--- config.mk ---
export PLATFORM = sky130hd
export DESIGN_NAME = mac_sched
export DESIGN_NICKNAME = d
export VERILOG_FILES = /design/src/rtl/mac_pkg.sv /design/src/rtl/mac_rr_arb.sv /design/src/rtl/mac_sched.sv
export SDC_FILE = /design/constraint.sdc
export NUM_CORES = 1
export LEC_CHECK = 0
export ABC_AREA = 1
export BUFFER_PORTS_ARGS = -buffer_cell sky130_fd_sc_hd__clkbuf_2
export CORE_AREA = 5 5 227 229
export CTS_BUF_LIST = sky130_fd_sc_hd__clkbuf_8
export CTS_CLUSTER_DIAMETER = 30
export CTS_CLUSTER_SIZE = 28
export DETAILED_ROUTE_END_ITERATION = 12
export DIE_AREA = 0 0 232 234
export PLACE_DENSITY = 0.49
export SYNTH_ARGS = -nofsm -noshare
export SYNTH_HDL_FRONTEND = slang
export SYNTH_SLANG_ARGS = --single-unit
--- constraint.sdc ---
create_clock -name clk_i -period 1.3 [get_ports clk_i]
set_input_delay 0.195 -clock clk_i [delete_from_list [all_inputs] [get_ports clk_i]]
set_output_delay 0.195 -clock clk_i [all_outputs]
set_load 0.01 [all_outputs]
--- src/rtl/mac_pkg.sv ---
// mac_pkg: shared types and constants for the 3x3 matrix mac datapath and
// the mac_sched request scheduler.
package mac_pkg;

    localparam int VAR_WIDTH         = 8;
    localparam int MAT_SIZE          = 3;
    localparam int DATA_WIDTH        = VAR_WIDTH * MAT_SIZE * MAT_SIZE;
    localparam int MAC_SCHED_MAX_REQ = 8;

    // Opcode 2'b11 is decoded as MUL as well (only bit 1 matters for MUL)
    typedef enum logic [1:0] {
        ADD = 2'b00,
        SUB = 2'b01,
        MUL = 2'b10
    } mac_opcode_t;

    typedef enum logic [1:0] {
        IDLE,
        CLR,
        EXEC,
        RESP
    } mac_sched_state_t;

    function automatic logic op_is_mul(input logic [1:0] op);
        return op[1];
    endfunction

endpackage

--- src/rtl/mac_rr_arb.sv ---
// mac_rr_arb: combinational round-robin arbiter. Searches req_i starting at
// ptr_i and wrapping at N-1; returns a one-hot grant and its index.
module mac_rr_arb #(
    parameter int N     = 2,
    parameter int IDX_W = 1
) (
    input  logic [N-1:0]     req_i,
    input  logic [IDX_W-1:0] ptr_i,
    output logic [N-1:0]     grant_o,
    output logic [IDX_W-1:0] grant_idx_o,
    output logic             grant_valid_o
);

    // First requester at or after the pointer wins
    always_comb begin : p_arb
        int idx;
        idx           = 0;
        grant_o       = '0;
        grant_idx_o   = '0;
        grant_valid_o = 1'b0;
        for (int off = 0; off < N; off++) begin
            idx = int'(ptr_i) + off;
            if (idx >= N) begin
                idx = idx - N;
            end
            if (!grant_valid_o && req_i[idx]) begin
                grant_o[idx]  = 1'b1;
                grant_idx_o   = IDX_W'(idx);
                grant_valid_o = 1'b1;
            end
        end
    end

endmodule

--- src/rtl/mac_sched.sv ---
// mac_sched: shares one 3x3 mac datapath among NUM_REQ requesters.
// Requests are arbitrated round-robin while idle; MUL ops get a one-cycle
// accumulator clear before the enable cycle. The result is returned with the
// owner's ID on a single response channel.
// Optional: define MAC_SCHED_PERF_EN to add perf_ops_o / perf_stall_o counters.
module mac_sched
    import mac_pkg::*;
#(
    parameter int NUM_REQ = 2,
    parameter int ID_W    = (NUM_REQ > 1) ? $clog2(NUM_REQ) : 1
) (
    input  logic                          clk_i,
    input  logic                          rst_i,
    input  logic [NUM_REQ-1:0]            req_valid_i,
    output logic [NUM_REQ-1:0]            req_ready_o,
    input  logic [2*NUM_REQ-1:0]          req_opcode_i,
    input  logic [DATA_WIDTH*NUM_REQ-1:0] req_a_i,
    input  logic [DATA_WIDTH*NUM_REQ-1:0] req_b_i,
    output logic                          rsp_valid_o,
    input  logic                          rsp_ready_i,
    output logic [ID_W-1:0]               rsp_id_o,
    output logic [DATA_WIDTH-1:0]         rsp_data_o,
    output logic                          mac_enable_o,
    output logic                          mac_clr_o,
    output logic [1:0]                    mac_opcode_o,
    output logic [DATA_WIDTH-1:0]         mac_a_o,
    output logic [DATA_WIDTH-1:0]         mac_b_o,
    input  logic [DATA_WIDTH-1:0]         mac_result_i
`ifdef MAC_SCHED_PERF_EN
    ,
    output logic [15:0]                   perf_ops_o,
    output logic [15:0]                   perf_stall_o
`endif
);

    mac_sched_state_t      state_q;
    logic [ID_W-1:0]       rr_ptr_q;
    logic [ID_W-1:0]       rr_ptr_d;
    logic [1:0]            op_q;
    logic [DATA_WIDTH-1:0] a_q;
    logic [DATA_WIDTH-1:0] b_q;
    logic [ID_W-1:0]       id_q;
    logic [DATA_WIDTH-1:0] rsp_data_q;
    logic                  rsp_valid_q;
    logic                  mac_enable_q;
    logic                  mac_clr_q;

    logic [NUM_REQ-1:0]    gnt;
    logic [ID_W-1:0]       gnt_idx;
    logic                  gnt_valid;
    logic                  accept;
    logic [1:0]            sel_op;
    logic [DATA_WIDTH-1:0] sel_a;
    logic [DATA_WIDTH-1:0] sel_b;

    mac_rr_arb #(
        .N     (NUM_REQ),
        .IDX_W (ID_W)
    ) u_arb (
        .req_i         (req_valid_i),
        .ptr_i         (rr_ptr_q),
        .grant_o       (gnt),
        .grant_idx_o   (gnt_idx),
        .grant_valid_o (gnt_valid)
    );

    // Grant is visible only while idle and out of reset; it completes the
    // handshake in the same cycle.
    assign accept      = (state_q == IDLE) && !rst_i && gnt_valid;
    assign req_ready_o = accept ? gnt : '0;

    assign sel_op   = req_opcode_i[2*gnt_idx +: 2];
    assign sel_a    = req_a_i[DATA_WIDTH*gnt_idx +: DATA_WIDTH];
    assign sel_b    = req_b_i[DATA_WIDTH*gnt_idx +: DATA_WIDTH];
    assign rr_ptr_d = (int'(gnt_idx) == NUM_REQ - 1) ? '0 : gnt_idx + ID_W'(1);

    // Main sequencing FSM; all mac control pins and response fields are registered
    always_ff @(posedge clk_i) begin
        if (rst_i) begin
            state_q      <= IDLE;
            rr_ptr_q     <= '0;
            op_q         <= ADD;
            a_q          <= '0;
            b_q          <= '0;
            id_q         <= '0;
            rsp_data_q   <= '0;
            rsp_valid_q  <= 1'b0;
            mac_enable_q <= 1'b0;
            mac_clr_q    <= 1'b1;
        end else begin
            mac_enable_q <= 1'b0;
            mac_clr_q    <= 1'b0;
            case (state_q)
                IDLE: begin
                    if (accept) begin
                        op_q     <= sel_op;
                        a_q      <= sel_a;
                        b_q      <= sel_b;
                        id_q     <= gnt_idx;
                        rr_ptr_q <= rr_ptr_d;
                        if (op_is_mul(sel_op)) begin
                            state_q   <= CLR;
                            mac_clr_q <= 1'b1;
                        end else begin
                            state_q      <= EXEC;
                            mac_enable_q <= 1'b1;
                        end
                    end
                end
                CLR: begin
                    state_q      <= EXEC;
                    mac_enable_q <= 1'b1;
                end
                EXEC: begin
                    rsp_data_q  <= mac_result_i;
                    rsp_valid_q <= 1'b1;
                    state_q     <= RESP;
                end
                RESP: begin
                    if (rsp_ready_i) begin
                        rsp_valid_q <= 1'b0;
                        state_q     <= IDLE;
                    end
                end
                default: state_q <= IDLE;
            endcase
        end
    end

    assign rsp_valid_o  = rsp_valid_q;
    assign rsp_id_o     = id_q;
    assign rsp_data_o   = rsp_data_q;
    assign mac_enable_o = mac_enable_q;
    assign mac_clr_o    = mac_clr_q;
    assign mac_opcode_o = op_q;
    assign mac_a_o      = a_q;
    assign mac_b_o      = b_q;

`ifdef MAC_SCHED_PERF_EN
    logic [15:0] perf_ops_q;
    logic [15:0] perf_stall_q;

    // Saturating counters of completed responses and stalled response cycles
    always_ff @(posedge clk_i) begin
        if (rst_i) begin
            perf_ops_q   <= '0;
            perf_stall_q <= '0;
        end else if (state_q == RESP) begin
            if (rsp_ready_i && perf_ops_q != 16'hFFFF) begin
                perf_ops_q <= perf_ops_q + 16'd1;
            end
            if (!rsp_ready_i && perf_stall_q != 16'hFFFF) begin
                perf_stall_q <= perf_stall_q + 16'd1;
            end
        end
    end

    assign perf_ops_o   = perf_ops_q;
    assign perf_stall_o = perf_stall_q;
`endif

endmodule

==> results of run 1 <==
==> power groups by stage <==
| stage | clock (mW) | sequential [mW] | combinational [mW] |
|---|---|---|---|
| floorplan | 0 | 10.0 | 4.17 |
| global placement | 0 | 9.35 | 9.47 |
| detailed placement | 0 | 9.39 | 9.51 |
| CTS | 10.3 | 9.33 | 12.5 |
| global route | 10.7 | 9.54 | 14.7 |
| finish | 10.0 | 9.37 | 13.6 |
==> timing repair <==
action	in CTS	in global routing
buffers inserted	20	12
cloned	13	12
gates resized for setup	86	88
endpoints found under the hold margin	221	0
setup endpoints to repair	448	449
pin swaps	6	3
hold buffers	366	0
==> kinds of logic (layout without fill, tap and decap cells) <==
kind of cell               after synthesis  in the layout  share of synthesized area
adders and majority gates                4              4                    0.00509
and+or+nand+nor                        897            897                      0.362
AOI/OAI and AO/OA                      226            226                      0.116
buffers and inverters                  132           1212                     0.0584
other                                    0              3                          0
DFF                                    225            225                      0.458
==> state kept, by name (all words and copies together), names as in the netlist <==
signal        count
mac_enable_o      1
rsp_valid_o       1
mac_clr_o         1
mac_b_o          72
rr_ptr_q          1
mac_a_o          72
state_q           2
mac_opcode_o      2
rsp_id_o          1
rsp_data_o       72
==> worst paths after layout <==
kind         startpoint  slack, ns             end
max          state_q[1]      -0.56  req_ready_o[0]
min               rst_i       0.20        rr_ptr_q
min reg2reg    rr_ptr_q       0.46        rr_ptr_q
max reg2reg  state_q[1]      -0.53     mac_b_o[23]
==> per-layer routing <==
layer,wire (um),share of wire,vias up
met5,0,0,-
met4,2850,0.055,0
met3,4560,0.088,187
met2,25200,0.49,749
met1,19300,0.37,6423
li1,-,-,6863
==> critical path: stages (launching register included) <==
cell	delay [ns]
dfxtp_2	0.32
inv_2	0.07
ha_4	0.14
nand2_4	0.05
nor2_4	0.13
clkbuf_16	0.15
nand2_4	0.04
inv_2	0.05
buf_8	0.09
==> Yosys cell counts <==
| cell type | count | area (um^2) |
|---|---|---|
| a21oi_1 | 149 | 746 |
| buf_1 | 1 | 3.75 |
| inv_1 | 10 | 37.5 |
| nand3_1 | 148 | 741 |
| buf_4 | 2 | 15.0 |
| o211ai_1 | 1 | 7.51 |
| dfxtp_1 | 225 | 4500 |
| ha_1 | 4 | 50.1 |
| nand2_1 | 597 | 2240 |
| clkbuf_1 | 59 | 221 |
| buf_2 | 57 | 285 |
| o21ai_1 | 1 | 5.00 |
| nor2_4 | 1 | 11.3 |
| o21ai_0 | 74 | 370 |
| inv_2 | 3 | 11.3 |
| nor2_1 | 150 | 563 |
| nand2_2 | 1 | 6.26 |
| a31o_2 | 1 | 8.76 |
==> final cells by class <==
type,instances,area [um^2],share of cell area
Inverter,13,80.1,0.00392
Timing Repair inverter,1,20.0,0.000980
Multi-Input combinational cell,1127,4990,0.245
Timing Repair Buffer,1095,8640,0.423
Tap cell,672,841,0.0412
Clock inverter,40,460,0.0225
Sequential cell,225,4520,0.221
Clock buffer,63,867,0.0424
Antenna cell,3,7.51,0.000367
==> metrics by stage <==
stage | setup WS (ns) | instances | hold slack (ns)
after floorplan | -0.0324 | 1484 | 0.330
after global placement | -0.240 | 2714 | 0.418
after detailed placement | -0.285 | 2714 | 0.426
after CTS | -0.662 | 3216 | 0.175
after global routing | -0.683 | 3237 | 0.191
final | -0.556 | 3239 | 0.203
==> impl_metrics.tcl, run 1 <==
set metrics [dict create \
    boundaryPins 593 \
    final_cell_mix "583 x nand2_1, 583 x clkbuf_2, 366 x dlygate4sd3_1, 212 x dfxtp_1, 147 x nand3_1" \
    finalPower_mw 33.0 \
    seqPwrFrac 0.284 \
    die_h_um 234 \
    gr-total-overflow 0 \
    clk_pin_slew_worst_paths_ns 0.05 \
    violations "setup timing" \
    critPathCaptureType "output pin" \
    cts_max_path_buffers 3 \
    outcome "finished, violations left" \
    place.gp.congestion 0.829 \
    intPower_mw 21.4 \
    yosys.cell_types.count 18 \
    fin_nets 2892 \
    fmax_mhz 539 \
    worst_ir_drop_vdd_mv 1.12 \
    worst_hold_path_type "in -> reg" \
    grt_max_degree 100 \
    syn_inst 1484 \
    h-tree-depth 2 \
    core_area_um2 49500 \
    grt_use_met3 0.0582 \
    die_area_um2 54300 \
    placed_area_um2 14000 \
    pwr-share-comb 0.412 \
    drt_pass1_iterations 5 \
    vias 14200 \
    p_per_area_nw_per_um2 1610 \
    clock-root-buffer "clkbuf_8" \
    p_clk_frac 0.304 \
    row_count 82 \
    switchingPower_mw 11.5 \
    crit_required_ns 1.11 \
    numClockSinks 225 \
    drv_slew 0 \
    r2r_cells 13 \
    layout-drive-gt1-share 0.355 \
    cellLeakagePower_nw 10.0 \
    synth-seq-cells 225 \
    avgSynthCellArea_um2 6.62 \
    met2_usage 0.303 \
    drtAntennaViolNets 0 \
    start_util 0.199 \
    yosys_warnings 0 \
    period_needed_ns 1.86 \
    wirelength_um 51900 \
    cp.arrival_ns 1.66 \
    grt_pass1_vias 14600 \
    rsz0062_at_grt "yes" \
    synth_nets 1857 \
    fin_ws_ns -0.556 \
    fin_skew_ns 0.0333 \
    viasPerCell 4.39 \
    numCtsBuffers 56 \
    post-route-period-util 1.43 \
    postLayoutCoreUtil 0.413 \
    fin_setup_tns_ns -70.60 \
    setup_viol 223 \
    maxCapViolCount 0 \
    drt_iter0_drc 647 \
    hold_viol 0 \
    cts_tree "yes" \
    yosysSeqAreaShare 0.458 \
    p_sw_frac 0.350 \
    chipWidth_um 232 \
    n_fill_cell 4891 \
    tightest_slew_ns 0.791 \
    antenna_found_initial 1 \
    portBuffers 592 \
    detailed_place_hpwl_um 31600 \
    synth_area_um2 9830 \
    critPathKind "reg -> out" \
    fin_area_um2 20400 \
    global_route.peak_usage_layer "met2" \
    areaGrowthSynthToFinish_pct 108 \
    crit_path_start_kind "register" \
    slew_headroom 0.473 \
    drc_errors 0 \
    wl_per_cell_um 16.0 \
    grt_pass1_wl_um 75400 \
    use_met1 0.179 \
    insertion_delay_ns 0.61 \
    cp_max_fo 2 \
    grt_use_total 0.172 \
    whs_path_depth 8 \
]
No activity file was read; power rests on OpenSTA's default activity.
==> inputs of run 2 (changes only) <==
Settings changed: ABC_AREA 1 to not set, CAP_MARGIN set to 20, CORE_AREA 5 5 227 229 to 5 5 230 232, DIE_AREA 0 0 232 234 to 0 0 235 237, PLACE_DENSITY 0.49 to 0.44.
==> run 2 against run 1 <==
Effect of this change:
- the run still ends with setup timing left
- sequential power decreased by 2%
- global-route usage increased by 0.077 points
- worst setup slack got worse by 0.12 ns
- sequential share of layout area increased by 0.21 points
- wire length increased by 4.4%
- critical path type unchanged
- largest cell class unchanged
==> impl_metrics.tcl, run 2 <==
set metrics [dict create \
    layout_commonest_cell "clkbuf_2" \
    dr.max_layer_used "met4" \
    synth_top_area_share 0.543 \
    row_count 83 \
    final_cell_mix "525 x clkbuf_2, 364 x dlygate4sd3_1, 221 x dfxtp_2, 150 x nor2_1, 150 x clkbuf_8" \
    r2r_slack_ns -0.67 \
    finalPower_mw 34.1 \
    post-route-period-util 1.52 \
    fin_cells 2732 \
    ys_top_cells_by_area "dfxtp_1 54%, a222oi_1 8.9%, mux2i_1 8.7%" \
    fin_area_um2 21500 \
    die_area_um2 55700 \
    fin_ws_ns -0.681 \
    die_h_um 237 \
    postLayoutCoreUtil 0.423 \
    numCtsBuffers 66 \
    wl_met1_um 19100 \
    critPathCaptureType "output pin" \
    vias 12200 \
    violations "setup timing" \
    hold_ws_ns 0.123 \
    fmax_mhz 505 \
    timing.rr.end "mac_b_o[44]" \
    post-place-cells 2105 \
    worst_ir_drop_vdd_mv 0.822 \
    drt_pass1_iterations 8 \
    drt_iter0_drc 765 \
    synth_common_cells "225 x dfxtp_1, 152 x nor2_1, 75 x nand2_1, 74 x a21oi_1, 74 x a222oi_1" \
    r2r_cells 12 \
    period_needed_ns 1.98 \
    placed_area_um2 12500 \
    wl_per_cell_um 19.9 \
    critPathKind "reg -> out" \
    h-tree-depth 3 \
    detailed_place_hpwl_um 29700 \
    slew_headroom 0.587 \
    rsz0062_at_grt "yes" \
    yosys.cell_types.count 24 \
    grt_pass1_wl_um 76100 \
    worst_hold_path.endpoint "mac_opcode_o[1]" \
    numClockSinks 225 \
    yosysSeqAreaShare 0.543 \
    viasPerCell 4.45 \
    grt_pass1_vias 12900 \
    antenna_found_initial 6 \
    layout-drive-gt1-share 0.642 \
    synth-seq-cells 225 \
    yosys_warnings 0 \
    wirelength_um 54200 \
    min-delay-start "req_opcode_i[3]" \
    chipWidth_um 235 \
    gr-total-overflow 0 \
    worst_hold_path_type "in -> reg" \
    drc_errors 0 \
    crit_required_ns 1.11 \
    start_util 0.163 \
    fin_setup_tns_ns -76.29 \
    p_per_area_nw_per_um2 1590 \
    synthArstFlopShare 0 \
    setup_viol 230 \
    outcome "finished, violations left" \
    maxCapViolCount 0 \
    r2r_start "state_q[1]" \
    hold_viol 0 \
    yosysMostFrequentCell "dfxtp_1" \
    cp_max_fo 4 \
    cp.arrival_ns 1.79 \
    grt_use_total 0.173 \
    cts_tree "yes" \
    synth-edff-count 0 \
    insertion_delay_ns 0.60 \
    place.gp.congestion 0.891 \
    tightest_slew_ns 0.619 \
    synth_top_cell_by_area "dfxtp_1" \
    fin_skew_ns 0.0235 \
    grt_max_degree 94 \
    synth-main-ff-cell "dfxtp_1" \
    core_area_um2 50800 \
    syn_inst 852 \
    post-place-ws_ns -0.366 \
    synth_nets 1225 \
    wl_met3_um 4850 \
    dr_wl_met2_um 27500 \
    portBuffers 592 \
    drtAntennaViolNets 0 \
    fin_nets 2372 \
    areaGrowthSynthToFinish_pct 159 \
    boundaryPins 593 \
    whs_path_depth 5 \
    clock-root-buffer "clkbuf_8" \
    synth_area_um2 8290 \
    drv_slew 0 \
    cellLeakagePower_nw 9.69 \
    avgSynthCellArea_um2 9.73 \
    cts_max_path_buffers 3 \
    clk_pin_slew_worst_paths_ns 0.05 \
    crit_path_start_kind "register" \
]
==> run 2: where the power goes <==
part | switching, mW | total [mW] | internal (mW) | leakage (nW)
sequential | 0.819 | 9.22 | 8.40 | 1.94
clock | 4.03 | 10.7 | 6.63 | 0.780
combinational | 6.27 | 14.2 | 7.95 | 6.98
total | 11.1 | 34.1 | 23.0 | 9.69
==> run 2: area by class of cell <==
class	instances	area, um^2
fill	4610	29300
timing repair buffer	1160	10000
sequential	225	4800
multi-input combinational	541	4290
clock buffer	87	1200
tap	680	851
clock inverter	31	263
inverter	5	21.3
antenna	3	7.51
==> run 2: cells by family (layout without fill, tap and decap cells) <==
family | Yosys count | in the layout | synth area share
adders and majority gates | 4 | 4 | 0.00604
buffers and inverters | 86 | 1283 | 0.0453
and+or+nand+nor | 234 | 234 | 0.109
DFF | 225 | 225 | 0.543
muxes | 72 | 72 | 0.0870
AOI/OAI and AO/OA | 231 | 231 | 0.210
other | 0 | 3 | 0
==> run 2: critical path, stage by stage, from the launching register on <==
cell and delay [ns]:
dfxtp_2 0.31, inv_2 0.07, ha_4 0.18, inv_4 0.04, nor4_4 0.24, buf_6 0.15, buf_12 0.11, buf_8 0.09
==> run 2: how the worst max path moves through the flow <==
stage                      to        from  cells past startpoint
5_1_grt        req_ready_o[1]  state_q[1]                      7
4_1_cts        req_ready_o[1]  state_q[0]                      7
6_report       req_ready_o[1]  state_q[1]                      7
3_5_place_dp      mac_b_o[70]  state_q[1]                      8
3_3_place_gp      mac_a_o[27]  state_q[1]                      8
2_1_floorplan     mac_a_o[50]  state_q[1]                      7
==> run 2: per-layer routing <==
metal  GRT usage  up-vias
met1       0.182     5745
met2       0.307      754
met4      0.0879        0
li1            -     5479
met3      0.0589      178
met5           0        -
==> run 2: what timing repair did <==
action / in CTS / in global routing
pin swaps: 133 / 143
buffers inserted: 89 / 40
hold endpoints to repair: 222 / 0
setup endpoints to repair: 441 / 447
cloned: 27 / 15
resized for setup: 455 / 231
hold buffers: 364 / 0
